--- config.mk ---
export PLATFORM = sky130hd
export DESIGN_NAME = islem_istemci
export DESIGN_NICKNAME = d
export VERILOG_FILES = /design/src/rtl/islem_istemci.sv
export SDC_FILE = /design/constraint.sdc
export NUM_CORES = 1
export LEC_CHECK = 0
export BUFFER_PORTS_ARGS = -buffer_cell sky130_fd_sc_hd__buf_4
export CORE_MARGIN = 2
export CORE_UTILIZATION = 41
export DETAILED_ROUTE_END_ITERATION = 16
export PLACE_DENSITY = 0.76
export RECOVER_POWER = 25
export SLEW_MARGIN = 20
export SYNTH_ARGS = -nofsm -noshare
export SYNTH_HDL_FRONTEND = slang
export SYNTH_SLANG_ARGS = --single-unit
--- constraint.sdc ---
create_clock -name clk -period 1.3 [get_ports clk]
set_input_delay 0.26 -clock clk [delete_from_list [all_inputs] [get_ports clk]]
set_output_delay 0.26 -clock clk [all_outputs]
set_load 0.02 [all_outputs]
--- src/rtl/islem_istemci.sv ---
// Requester side of the operation-unit result handshake (4-phase: istek/hazir).
// Optional timeout logic is enabled by defining ZAMAN_ASIMI_EN.
//
// state | meaning
// BOS   | idle, waiting for basla
// BEKLE | istek high, waiting for hazir_in (or timeout)
// BIRAK | istek low, waiting for the unit to drop hazir_in
module islem_istemci #(
    parameter int VERI_GENISLIGI  = 32,
    parameter int SONUC_GENISLIGI = 64,
    parameter int ZAMAN_ASIMI     = 255,
    parameter int SAYAC_GENISLIGI = 8
) (
    input  logic                       clk,
    input  logic                       rst_n,
    input  logic                       basla,
    input  logic [VERI_GENISLIGI-1:0]  giris_sayi,
    output logic [VERI_GENISLIGI-1:0]  sayi1,
    output logic                       istek,
    input  logic [SONUC_GENISLIGI-1:0] sonuc_in,
    input  logic                       tasma_in,
    input  logic                       hazir_in,
    input  logic                       gecerli_in,
    output logic [SONUC_GENISLIGI-1:0] sonuc,
    output logic                       tasma,
    output logic                       mesgul,
    output logic                       tamam,
    output logic                       hata,
    output logic                       zaman_asimi
);

    typedef enum logic [1:0] {
        BOS   = 2'd0,
        BEKLE = 2'd1,
        BIRAK = 2'd2
    } durum_t;

    durum_t                     durum, durum_next;
    logic [VERI_GENISLIGI-1:0]  sayi1_next;
    logic [SONUC_GENISLIGI-1:0] sonuc_next;
    logic                       tasma_next;
    logic                       tamam_next;
    logic                       hata_next;

`ifdef ZAMAN_ASIMI_EN
    localparam logic [SAYAC_GENISLIGI-1:0] SAYAC_SON = SAYAC_GENISLIGI'(ZAMAN_ASIMI);
    logic [SAYAC_GENISLIGI-1:0] sayac, sayac_next;
    logic                       asim_next;
`else
    logic unused_cfg;
    assign unused_cfg  = (ZAMAN_ASIMI == SAYAC_GENISLIGI);
    assign zaman_asimi = 1'b0;
`endif

    always_ff @(posedge clk or negedge rst_n) begin
        if (!rst_n) begin
            durum  <= BOS;
            sayi1  <= '0;
            istek  <= 1'b0;
            mesgul <= 1'b0;
            sonuc  <= '0;
            tasma  <= 1'b0;
            tamam  <= 1'b0;
            hata   <= 1'b0;
`ifdef ZAMAN_ASIMI_EN
            sayac       <= '0;
            zaman_asimi <= 1'b0;
`endif
        end else begin
            durum  <= durum_next;
            sayi1  <= sayi1_next;
            istek  <= (durum_next == BEKLE);
            mesgul <= (durum_next != BOS);
            sonuc  <= sonuc_next;
            tasma  <= tasma_next;
            tamam  <= tamam_next;
            hata   <= hata_next;
`ifdef ZAMAN_ASIMI_EN
            sayac       <= sayac_next;
            zaman_asimi <= asim_next;
`endif
        end
    end

    always_comb begin
        durum_next = durum;
        sayi1_next = sayi1;
        sonuc_next = sonuc;
        tasma_next = tasma;
        tamam_next = 1'b0;
        hata_next  = 1'b0;
`ifdef ZAMAN_ASIMI_EN
        sayac_next = sayac;
        asim_next  = 1'b0;
`endif
        case (durum)
            BOS: begin
                if (basla) begin
                    sayi1_next = giris_sayi;
                    durum_next = BEKLE;
`ifdef ZAMAN_ASIMI_EN
                    sayac_next = '0;
`endif
                end
            end
            BEKLE: begin
`ifdef ZAMAN_ASIMI_EN
                sayac_next = sayac + 1'b1;
`endif
                // hazir takes priority over a timeout landing on the same edge
                if (hazir_in) begin
                    if (gecerli_in) begin
                        sonuc_next = sonuc_in;
                        tasma_next = tasma_in;
                        tamam_next = 1'b1;
                    end else begin
                        hata_next = 1'b1;
                    end
                    durum_next = BIRAK;
`ifdef ZAMAN_ASIMI_EN
                    sayac_next = '0;
                end else if (sayac == SAYAC_SON) begin
                    asim_next  = 1'b1;
                    durum_next = BIRAK;
                    sayac_next = '0;
`endif
                end
            end
            BIRAK: begin
                if (!hazir_in) begin
                    durum_next = BOS;
`ifdef ZAMAN_ASIMI_EN
                end else if (sayac == SAYAC_SON) begin
                    // unit stuck with hazir high: give up silently
                    durum_next = BOS;
                end else begin
                    sayac_next = sayac + 1'b1;
`endif
                end
            end
            default: durum_next = BOS;
        endcase
    end

endmodule

==> results of run 1 <==
-- per-layer routing --
layer,global-route usage [%],vias to the layer above
li1,-,1230
met1,20.32,1377
met2,29.73,128
met3,3.763,20
met4,7.186,0
met5,0,-
-- cells by family (layout without fill, tap and decap cells) --
kind of cell	count (synthesis)	in the layout	share of synthesized area, %
DFF	103	103	63.62
muxes	97	97	30.57
buffers and inverters	14	242	3.150
and+or+nand+nor	8	8	1.946
AOI/OAI and AO/OA	3	3	0.4016
other	1	1	0.09256
xor gates and xnor gates	1	1	0.2162
-- power by group through the flow --
stage               Sequential [mW]  Clock (mW)  Combinational, mW
floorplan                      7.60           0               2.60
global placement               5.71           0               7.64
detailed placement             5.77           0               7.82
CTS                            5.75        2.27               8.42
global route                   5.97        2.37               9.01
finish                         5.76        2.21               8.56
-- worst reg2reg max path, stage by stage (launching register included) --
cell and delay (ns):
dfrtp_2 0.45, buf_6 0.13, nand4b_4 0.08, buf_12 0.17, clkbuf_16 0.19, mux2_4 0.30
-- cell type report --
cell class / count / area [um^2]
Fill cell: 710 / 3352
Sequential cell: 103 / 2580
Timing Repair Buffer: 225 / 1874
Multi-Input combinational cell: 110 / 1485
Tap cell: 133 / 166.4
Clock buffer: 11 / 141.4
Clock inverter: 5 / 81.33
Inverter: 1 / 3.754
-- per-stage QoR --
| stage | power, mW | TNS, ns |
|---|---|---|
| 6_report | 16.52 | -9.934 |
| 5_1_grt | 17.35 | -14.89 |
| 4_1_cts | 16.43 | -9.616 |
| 3_5_place_dp | 13.59 | -13.76 |
| 3_3_place_gp | 13.35 | -9.089 |
| 2_1_floorplan | 10.20 | -5.962 |
-- cell usage in the layout (no fill, tap or decap), types with 3 or more instances in the layout --
master | netlist | final
buf_4 | 1 | 207
dfrtp_1 | 103 | 101
mux2_4 | 39 | 76
mux2_2 | 56 | 19
clkbuf_8 | 0 | 10
buf_12 | 0 | 5
buf_6 | 9 | 4
clkbuf_16 | 0 | 3
-- state kept, by name, indices dropped and copies added, names as in the netlist --
| register | cells |
|---|---|
| istek | 1 |
| hata | 1 |
| durum | 2 |
| tasma | 1 |
| sonuc | 64 |
| tamam | 1 |
| mesgul | 1 |
| sayi1 | 32 |
-- worst max path at each step --
| stage | end | cells past startpoint | slack (ns) | startpoint |
|---|---|---|---|---|
| finish | sonuc[51] | 5 | -0.13 | durum[0] |
| global route | sonuc[28] | 5 | -0.18 | durum[0] |
| CTS | sayi1[14] | 4 | -0.13 | durum[1] |
| detailed placement | sayi1[16] | 3 | -0.19 | durum[0] |
| global placement | sayi1[3] | 3 | -0.13 | durum[0] |
| floorplan | sayi1[17] | 4 | -0.12 | durum[0] |
-- timing repair --
item / 4_1_cts / 5_1_grt
resized for setup: 29 / 20
pin swaps: 1 / 1
buffers inserted: 6 / 1
endpoints found under the setup margin: 97 / 97
endpoints found under the hold margin: 21 / 0
hold buffers: 1 / 0
cloned: 2 / 3
==> flow_summary.json, run 1 <==
{
  "grt_pass1_wl_mm": 13.94,
  "utilization_pct": 65.39,
  "cellLeakagePower_nw": 3.329,
  "peakVddDrop_mv": 1.186,
  "grt_use_total_pct": 17.04,
  "min_path_cells": 2,
  "fin_worst_skew_ns": 0.01080,
  "power_density_nw_per_um2": 2610,
  "gp_congestion": 0.7414,
  "antenna_found_initial": 0,
  "timing.fmax_mhz": 700.7,
  "syn2layout_area_growth_pct": 56.30,
  "period_share_pct": 109.8,
  "routed.top_layer": "met4",
  "synth_seq_cells": 103,
  "postRouteAntennaNets": 0,
  "wl_met3_um": 726,
  "core_um2": 9684,
  "crit_family": "buffers and inverters",
  "seq_power_share_pct": 34.9,
  "drive_gt1_share_pct": 74.29,
  "yosysWarnings": 0,
  "dieWidth_um": 103.4,
  "setup_viol": 97,
  "dr_wl_met2_mm": 5.079,
  "drv_cap": 0,
  "fin_ws_ns": -0.1271,
  "clock_power_share_pct": 13.3,
  "dieArea_um2": 10690,
  "synth.most_common_cell": "dfrtp_1",
  "async_flop_share_pct": 100.0,
  "worstMarginPinSlew_ns": 0.6395,
  "slew_headroom_pct": 57.37,
  "violations": "setup timing",
  "crit_buf_inv": 3,
  "hold_start": "gecerli_in",
  "grt_pass1_vias": 2848,
  "row_count": 36,
  "netlist_top_cells_count": "103 x dfrtp_1, 56 x mux2_2, 39 x mux2_4",
  "switchingPower_mw": 5.816,
  "port_buffers": 202,
  "arrival_ns": 1.67,
  "cts_sinks": 103,
  "dr_total_vias": 2755,
  "p_sw_share_pct": 35.20,
  "clk_latency_ns": 0.35,
  "cp_slowest_cell": "dfrtp_2",
  "pwr-share-comb_pct": 51.8,
  "crit_chain": "buf_6 > nand4b_4 > buf_12 > clkbuf_16 > mux2_4",
  "rsz0062_at_grt": "yes",
  "via_per_inst": 4.685,
  "clock-root-buffer": "clkbuf_8",
  "hold_end": "hata",
  "place_ws_ns": -0.1899,
  "tritoncts": "yes",
  "path_class": "reg -> reg",
  "seq_area_frac_synth_pct": 63.62,
  "cts_buffers": 9,
  "finalCriticalPeriod_ns": 1.427,
  "internal_power_mw": 10.71,
  "cp-start-kind": "register",
  "avgSynthCellArea_um2": 17.85,
  "place_hpwl_mm": 6.673,
  "routedWlPerCell_um": 16.81,
  "wl_met1_mm": 3.856,
  "end_kind": "register",
  "ys_types": 19,
  "grt-ovfl-total": 0,
  "status": "finished, violations left",
  "hold_violations": 0,
  "drt_first_pass_iters": 4,
  "drc": 0,
  "r2r.worst_path.cells": 5,
  "reg2reg_setup_slack_ns": -0.13,
  "ys.flop_type": "dfrtp_1",
  "num-nets-final": 552,
  "r2r_end": "sonuc[51]",
  "synth_area_leaders": "dfrtp_1 64%, mux2_2 16%, mux2_4 14%",
  "initial_utilization_pct": 41.83,
  "crit_fanout": 10,
  "path_clk_slew_ns": 0.10,
  "synth_top_area_share_pct": 63.62,
  "fin_area_um2": 6332,
  "synth-edff-count": 0,
  "synth_nets": 329,
  "fin_cells": 588,
  "max_stage_delay_ns": 0.45,
  "synth_area_um2": 4051,
  "die_y_um": 103.4,
  "reg2reg_from": "durum[0]",
  "dp.cells": 561,
  "finalWirelength_mm": 9.885,
  "synth_top_cell_by_area": "dfrtp_1",
  "slew_viol_final": 0,
  "hp-class": "in -> reg",
  "drtIter0Drc": 43,
  "crit_required_ns": 1.55,
  "holdWs_ns": 0.09999,
  "htreeDepth": 3,
  "insertedDiodeCount": 0,
  "cts_buffer_depth": 2,
  "grt_max_degree": 46,
  "syn_inst": 227,
  "pin_count": 204,
  "place_area_um2": 5776
}
(Power assumes the default switching activity.)
==> inputs of run 2 (changes only) <==
CELL_PAD_IN_SITES_DETAIL_PLACEMENT = 0   (was default)
CELL_PAD_IN_SITES_GLOBAL_PLACEMENT = 1   (was default)
CORE_UTILIZATION = 36   (was 41)
PLACE_DENSITY = default   (was 0.76)
PLACE_DENSITY_LB_ADDON = 0.1   (was default)
clock period = 1.4 ns   (was 1.3 ns; I/O delays follow)
==> flow_summary.json, run 2 (synthesis results as in run 1) <==
{
  "final_common_cell": "buf_4",
  "postRouteAntennaNets": 0,
  "hp-class": "in -> reg",
  "clock-root-buffer": "clkbuf_8",
  "dieWidth_um": 110.1,
  "max_stage_delay_ns": 0.46,
  "place_hpwl_mm": 6.816,
  "grt_pass1_vias": 2777,
  "hold_violations": 0,
  "peakVddDrop_mv": 1.126,
  "htreeDepth": 3,
  "fillers": 920,
  "drive_gt1_share_pct": 73.67,
  "timing.fmax_mhz": 708.5,
  "pin_count": 204,
  "crit_chain": "nor3b_4 > buf_4 > buf_16 > mux2_2",
  "port_buffers": 202,
  "layout_common_cells": "210 x buf_4, 102 x dfrtp_1, 48 x mux2_2, 47 x mux2_4, 9 x clkbuf_8",
  "routedWlPerCell_um": 16.01,
  "largest_reg_flops": 64,
  "finalWirelength_mm": 9.478,
  "top_regs": "sonuc x64, sayi1 x32, durum x2",
  "drc": 0,
  "path_clk_slew_ns": 0.10,
  "fin_ws_ns": -0.01145,
  "initial_utilization_pct": 37.21,
  "antenna_found_initial": 0,
  "period_share_pct": 100.8,
  "grt-ovfl-total": 0,
  "cp-start-kind": "register",
  "arrival_ns": 1.65,
  "fin_area_um2": 6137,
  "rsz0062_at_grt": "yes",
  "gp_congestion": 0.6781,
  "row_count": 38,
  "cellLeakagePower_nw": 3.139,
  "syn2layout_area_growth_pct": 51.48,
  "insertedDiodeCount": 0,
  "top_register": "sonuc",
  "drtIter0Drc": 73,
  "tritoncts": "yes",
  "fin_worst_skew_ns": 0.01505,
  "crit_required_ns": 1.64,
  "cts_buffer_depth": 2,
  "slew_headroom_pct": 45.15,
  "status": "finished, violations left",
  "cts_sinks": 103,
  "num-nets-final": 550,
  "power_density_nw_per_um2": 2399,
  "via_per_inst": 4.554,
  "dr_total_vias": 2696,
  "path_class": "reg -> reg",
  "utilization_pct": 56.37,
  "end_kind": "register",
  "setup_viol": 20,
  "drt_first_pass_iters": 4,
  "core_um2": 10890,
  "worstMarginPinSlew_ns": 0.8228,
  "cts_buffers": 9,
  "grt_max_degree": 40,
  "finalCriticalPeriod_ns": 1.411,
  "grt_use_total_pct": 15.39,
  "clk_latency_ns": 0.35,
  "drv_cap": 0,
  "dieArea_um2": 12120,
  "violations": "setup timing",
  "die_y_um": 110.1,
  "slew_viol_final": 0,
  "crit_fanout": 16,
  "cp_slowest_cell": "dfrtp_2",
  "place_area_um2": 5797,
  "grt_pass1_wl_mm": 14.10
}
[run 2: final cells by class]
| class | count | area (um^2) | area share [%] |
|---|---|---|---|
| clock buffers | 10 | 127.6 | 2.080 |
| inverters | 1 | 3.754 | 0.06116 |
| well taps | 140 | 175.2 | 2.854 |
| clock inverters | 5 | 83.83 | 1.366 |
| flip-flops and latches | 103 | 2579 | 42.02 |
| repair buffers | 223 | 1792 | 29.19 |
| multi-input cells | 110 | 1376 | 22.43 |
[run 2: power by group]
group	total [mW]	internal, mW	switching [mW]	leakage [nW]
clock	2.00	1.00	0.997	0.0986
combinational	7.45	4.03	3.42	1.81
sequential	5.27	4.47	0.807	1.23
total	14.7	9.51	5.22	3.14
[run 2: worst max-delay path: cells and delay by family (launching register included)]
family / cells / cell delay [ns]
buf+inv: 2 / 0.32
flops: 1 / 0.46
simple gates: 1 / 0.19
mux: 1 / 0.34
[run 2: final timing paths]
check,slack [ns],start,cells past startpoint,endpoint
worst max-delay path,-0.01,durum[0],4,sayi1[9]
worst min register to register,0.51,sayi1[22],1,sayi1[22]
max in group asynchronous,0.12,rst_n,3,sonuc[42]
worst min-delay path,0.11,gecerli_in,2,hata
min in group asynchronous,0.53,rst_n,2,sonuc[23]
worst max register to register,-0.01,durum[0],4,sayi1[9]
[run 2: per-stage QoR]
step                      worst slack [ns]  cells  TNS [ns]  total power [mW]  hold WS [ns]
after detailed placement          -0.03893    568    -1.058             12.58        0.1553
after CTS                        -0.008606    588  -0.05448             14.77       0.09395
after floorplan                   -0.01756    227   -0.4919             9.458      -0.01559
after global placement           -0.007176    568   -0.1433             12.45        0.1542
final                             -0.01145    592   -0.1064             14.72        0.1148
after global routing              -0.06624    592    -1.965             15.58       0.08417
[run 2: timing repair]
action / in CTS / in global routing
resized for setup: 2 / 11
endpoints found under the hold margin: 10 / 0
setup endpoints to repair: 69 / 72
hold buffers: 1 / 0
buffers inserted: 3 / 3
pin swaps: 1 / 0
gates cloned: 1 / 1
[run 2: layer usage]
| metal | wire, um | share of wire, % | track usage (%) |
|---|---|---|---|
| met3 | 881 | 9.3 | 6.408 |
| met1 | 3906 | 41 | 19.14 |
| met5 | 0 | 0 | 0 |
| met4 | 80 | 0.84 | 3.526 |
| met2 | 4609 | 49 | 25.02 |
